`config.mk`:
```
export PLATFORM = sky130hd
export DESIGN_NAME = mul_seq32
export DESIGN_NICKNAME = d
export VERILOG_FILES = /design/src/rtl/mul_pkg.sv /design/src/rtl/mul_step.sv /design/src/rtl/mul_seq32.sv
export SDC_FILE = /design/constraint.sdc
export NUM_CORES = 1
export LEC_CHECK = 0
export ABC_AREA = 1
export CAP_MARGIN = 20
export CORE_MARGIN = 3
export CORE_UTILIZATION = 59
export DETAILED_ROUTE_END_ITERATION = 10
export PLACE_DENSITY = 0.95
export SYNTH_ARGS = -nofsm -noshare
export SYNTH_HDL_FRONTEND = slang
export SYNTH_SLANG_ARGS = --single-unit
export TNS_END_PERCENT = 1
```
`constraint.sdc`:
```
create_clock -name clk -period 7.1 [get_ports clk]
set_clock_uncertainty 0.1 [all_clocks]
set_input_delay 1.42 -clock clk [delete_from_list [all_inputs] [get_ports clk]]
set_output_delay 1.42 -clock clk [all_outputs]
set_load 0.01 [all_outputs]
```
`src/rtl/mul_pkg.sv`:
```
// Shared types and constants for the sequential multiplier.
// Build option MUL_SIGNED_EN selects two's-complement (Booth) operation.
package mul_pkg;

  localparam int MUL_WIDTH_DEF = 32;

  typedef enum logic [1:0] {
    IDLE = 2'd0,
    RUN  = 2'd1,
    DONE = 2'd2
  } mul_state_t;

  // Step counter width for a given operand width.
  function automatic int mul_cnt_w(input int width);
    return $clog2(width);
  endfunction

  localparam int MUL_CNT_W_DEF = mul_cnt_w(MUL_WIDTH_DEF);

endpackage

```
`src/rtl/mul_step.sv`:
```
// One multiply iteration (combinational, zero latency, no flow control).
// MUL_SIGNED_EN: radix-2 Booth step with history bit; otherwise unsigned shift-add.
module mul_step
  import mul_pkg::*;
#(
  parameter int WIDTH = MUL_WIDTH_DEF
) (
  input  logic [2*WIDTH-1:0] acc,
  input  logic [WIDTH-1:0]   mcand,
`ifdef MUL_SIGNED_EN
  input  logic               hist,
  output logic               hist_nxt,
`endif
  output logic [2*WIDTH-1:0] acc_nxt
);

`ifdef MUL_SIGNED_EN
  logic [WIDTH:0] upper;
  logic [WIDTH:0] mext;
  logic [WIDTH:0] upper_nxt;

  // W+1-bit upper arithmetic keeps every partial sum exact, including -2^(W-1) squared.
  always_comb begin
    upper = {acc[2*WIDTH-1], acc[2*WIDTH-1:WIDTH]};
    mext  = {mcand[WIDTH-1], mcand};
    unique case ({acc[0], hist})
      2'b10:   upper_nxt = upper - mext;
      2'b01:   upper_nxt = upper + mext;
      default: upper_nxt = upper;
    endcase
    acc_nxt  = {upper_nxt, acc[WIDTH-1:1]};
    hist_nxt = acc[0];
  end
`else
  logic [WIDTH:0] sum;

  always_comb begin
    sum     = {1'b0, acc[2*WIDTH-1:WIDTH]} + (acc[0] ? {1'b0, mcand} : '0);
    acc_nxt = {sum, acc[WIDTH-1:1]};
  end
`endif

endmodule

```
`src/rtl/mul_seq32.sv`:
```
// Iterative multiplier: start -> product after WIDTH steps, one-cycle done strobe.
// No backpressure: start is ignored while busy; MUL_SIGNED_EN selects signed mode.
module mul_seq32
  import mul_pkg::*;
#(
  parameter int WIDTH = MUL_WIDTH_DEF
) (
  input  logic                 clk,
  input  logic                 rst,
  input  logic                 start,
  input  logic [WIDTH-1:0]     a,
  input  logic [WIDTH-1:0]     b,
  output logic                 busy,
  output logic                 done,
  output logic [2*WIDTH-1:0]   product
);

  localparam int CW = mul_cnt_w(WIDTH);

  mul_state_t         state;
  mul_state_t         state_nxt;
  logic [CW-1:0]      cnt;
  logic [2*WIDTH-1:0] acc;
  logic [2*WIDTH-1:0] acc_nxt;
  logic [WIDTH-1:0]   mcand;
  logic               accept;
  logic               last;
`ifdef MUL_SIGNED_EN
  logic               hist;
  logic               hist_nxt;
`endif

  mul_step #(.WIDTH(WIDTH)) u_step (
    .acc      (acc),
    .mcand    (mcand),
`ifdef MUL_SIGNED_EN
    .hist     (hist),
    .hist_nxt (hist_nxt),
`endif
    .acc_nxt  (acc_nxt)
  );

  always_ff @(posedge clk or negedge rst) begin
    if (!rst) state <= IDLE;
    else      state <= state_nxt;
  end

  always_comb begin
    state_nxt = state;
    accept    = 1'b0;
    last      = (cnt == CW'(WIDTH - 1));
    unique case (state)
      IDLE, DONE: begin
        if (start) begin
          accept    = 1'b1;
          state_nxt = RUN;
        end else begin
          state_nxt = IDLE;
        end
      end
      RUN:     if (last) state_nxt = DONE;
      default: state_nxt = IDLE;
    endcase
  end

  always_ff @(posedge clk or negedge rst) begin
    if (!rst) begin
      cnt     <= '0;
      acc     <= '0;
      mcand   <= '0;
      product <= '0;
`ifdef MUL_SIGNED_EN
      hist    <= 1'b0;
`endif
    end else if (accept) begin
      cnt     <= '0;
      acc     <= {{WIDTH{1'b0}}, b};
      mcand   <= a;
`ifdef MUL_SIGNED_EN
      hist    <= 1'b0;
`endif
    end else if (state == RUN) begin
      cnt <= cnt + CW'(1);
      acc <= acc_nxt;
`ifdef MUL_SIGNED_EN
      hist <= hist_nxt;
`endif
      // Result register only moves on the edge that enters DONE.
      if (last) product <= acc_nxt;
    end
  end

  assign busy = (state == RUN);
  assign done = (state == DONE);

endmodule

```
==> results.py <==
metrics = {
    "die": {
        "die_h_um": 130,
        "design.core.area_um2": 14800,
        "start_util_pct": 61.4,
        "rows": 44,
        "chipWidth_um": 130,
        "pin_count": 133,
        "die_area_um2": 16900,
    },
    "setup_path": {
        "r2r_start": "state[0]$_DFFE_PN0P_",
        "reg2reg_slack_ps": 3500,
        "cpMostUsedCell": "nand2_1",
        "reg2regPathDepth": 8,
        "critPathMaxFanout": 57,
        "worst-setup-path-type": "in -> reg",
        "path_cells": "clkdlybuf4s50_1 -> nand2_2 -> nand2_1 -> inv_2 -> nand2_1 -> o21ai_0",
        "slowest_delay_ps": 830,
        "arrival_ps": 4540,
        "cpLargestDelayFamily": "simple AND/OR/NAND/NOR gates",
        "reg2reg_to": "cnt[2]$_DFFE_PN0P_",
        "end_kind": "register",
        "startpoint": "start",
        "worst-path-buf-inv": 2,
        "crit_slowest_cell": "nand2_1",
        "required_ps": 7340,
        "worst_setup_path_start_kind": "primary input",
    },
    "yosys": {
        "yosysTopAreaCell": "dfrtp_1",
        "synth-seq-cells": 167,
        "synth_cells": 1260,
        "ys_seq_area_share_pct": 46.0,
        "yosys_warnings": 0,
        "synth-main-ff-cell": "dfrtp_1",
        "synthDistinctLibCells": 32,
        "async_flop_share_pct": 100,
        "avgSynthCellArea_um2": 7.21,
        "synth.most_common_cell": "nand2_1",
        "synth_top_area_share_pct": 46.0,
        "synth_edf_count": 0,
        "synth_commonest_cells": "nand2_1, inv_1, dfrtp_1, o21ai_0, nand3_1",
        "syn_area_um2": 9090,
        "syn-num-nets": 1362,
        "netlist_top_cells_area": "dfrtp_1, nand2_1, inv_1",
    },
    "global_routing": {
        "grt_pass1_wl_um": 40000,
        "grt_pass1_vias": 8266,
        "gr-usage-all-layers_pct": 30.1,
        "grt_start_max_net_pins": 110,
        "antenna_found_initial": 0,
        "grt.overflow.total": 0,
    },
    "cts": {
        "cts.sinks": 167,
        "clock-root-buffer": "clkbuf_16",
        "clk_latency_ps": 440,
        "ctsHtreeMaxLevel": 4,
        "clk_path_buf_depth": 2,
        "post_cts_buffers": 0,
        "ctsHoldBuffers": 0,
        "clk_pin_slew_ps": 70,
        "cts_tree": "yes",
        "cts-resized-gates": 0,
        "cts_buffers": 17,
    },
    "timing": {
        "finalHoldViolCount": 0,
        "setup_viol": 0,
        "min_period_over_period_pct": 60.6,
        "tightest_slew_ps": 1040,
        "max_freq_mhz": 232,
        "slew_violations": 0,
        "tns_ps": 0,
        "period_needed_ps": 4300,
        "relSlewSlack_pct": 30.4,
        "fin_ws_ps": 2800,
        "rsz0062_at_grt": "no",
    },
    "routing": {
        "wl_per_cell_um": 16.1,
        "drc": 0,
        "firstDrtPassIters": 6,
        "via_count": 8580,
        "avgViaCountPerCell": 5.46,
        "initialDrtViolationCount": 944,
        "wirelength_um": 25300,
        "drt.antenna.violating_nets": 0,
    },
    "final_layout": {
        "multi_input_comb_area_um2": 4010,
        "antenna_cells": 0,
        "syn_to_final_growth_pct": 22.5,
        "fin_cells": 1570,
        "seq_area_um2": 4180,
        "final_net_count": 1475,
        "fin_util_pct": 75.2,
        "postLayoutCellArea_um2": 11100,
        "fillers": 1057,
        "drive_gt1_share_pct": 3.82,
    },
    "min_path": {
        "min-delay-path-class": "reg -> reg",
        "worstHoldStart": "product[48]$_DFFE_PN0P_",
        "hold_depth": 2,
        "worstHoldEndpoint": "product[48]$_DFFE_PN0P_",
    },
    "power": {
        "power_leakage_uw": 0.00616,
        "ir_drop_mv": 0.244,
        "p_per_area_nw_per_um2": 471,
    },
    "placement": {
        "port_buffers": 132,
        "place_inst": 1536,
        "hpwl_um": 17300,
        "dp_slack_ps": 2530,
        "place_congestion": 0.966,
        "place_area_um2": 10500,
    },
    "outcome": {
        "status": "finished clean",
    },
    "flow_run": {
        "max_cap_viol_count": 0,
    },
}
-- final cells by class --
| type | instances | area share (%) |
|---|---|---|
| sequential | 167 | 37.5 |
| multi-input combinational | 860 | 36.1 |
| timing repair buffer | 137 | 12.6 |
| inverter | 190 | 6.41 |
| clock buffer | 20 | 3.92 |
| tap | 184 | 2.07 |
| clock inverter | 12 | 1.41 |
-- logic make-up (layout without fill, tap and decap cells) --
family | Yosys count | after routing | share of synthesized area, %
buf+inv | 233 | 359 | 9.86
compound gates | 181 | 181 | 10.2
fa+ha+maj | 35 | 35 | 4.90
xor+xnor | 13 | 13 | 1.25
flops | 167 | 167 | 46.0
simple gates | 631 | 631 | 27.7
-- power breakdown --
part | switching, µW | internal, µW
clock | 418 | 532
sequential | 243 | 1360
combinational | 1720 | 973
-- layer usage --
metal  routed length (µm)  vias to the layer above  part of all wire (%)  GRT usage (%)
met5                    0                        -                     0              0
met4                  613                        0                   2.4           8.37
met3                 2390                       54                   9.4           8.43
met2                12000                      396                    47           48.7
met1                10300                     4015                    41           40.2
li1                     -                     4115                     -              -
-- worst max path at each step --
| stage | cells past startpoint | endpoint |
|---|---|---|
| 4_1_cts | 6 | acc[63]$_DFFE_PN0P_ |
| 2_1_floorplan | 3 | busy |
| 3_3_place_gp | 6 | acc[0]$_DFFE_PN0P_ |
| 6_report | 6 | cnt[2]$_DFFE_PN0P_ |
| 3_5_place_dp | 6 | acc[61]$_DFFE_PN0P_ |
| 5_1_grt | 6 | cnt[2]$_DFFE_PN0P_ |
-- state kept, by name (all words and copies together), names as in the netlist --
name     cells
state        2
cnt          5
mcand       32
acc         64
product     64
-- cell usage in the layout, fill, tap and decap left out, types with 3 or more instances in the layout --
cell type and count:
inv_6 3, clkbuf_16 17, nand2_2 6, ha_1 34
nor2_1 43, xnor2_1 9, nand3_1 55, nor3_1 4
xor2_1 4, dfrtp_1 167, nand2_1 506, a21oi_1 23
nand3_2 4, o21ai_1 10, inv_1 187, o21ai_0 139
inv_8 4, nand3b_1 3, buf_4 3, clkbuf_1 3
clkdlybuf4s50_1 131, nor2_2 5
-- stage by stage --
step,total power (µW),hold slack (ps)
final,5250,378
after floorplan,3360,349
after CTS,5170,382
after detailed placement,4190,365
after global routing,5660,401
after global placement,4050,361
-- worst min-delay path: stages, from the launching register on --
cell and delay (ps):
dfrtp_1 340, nand2_1 50, nand2_1 50
Power figures use the tool's default switching activity.
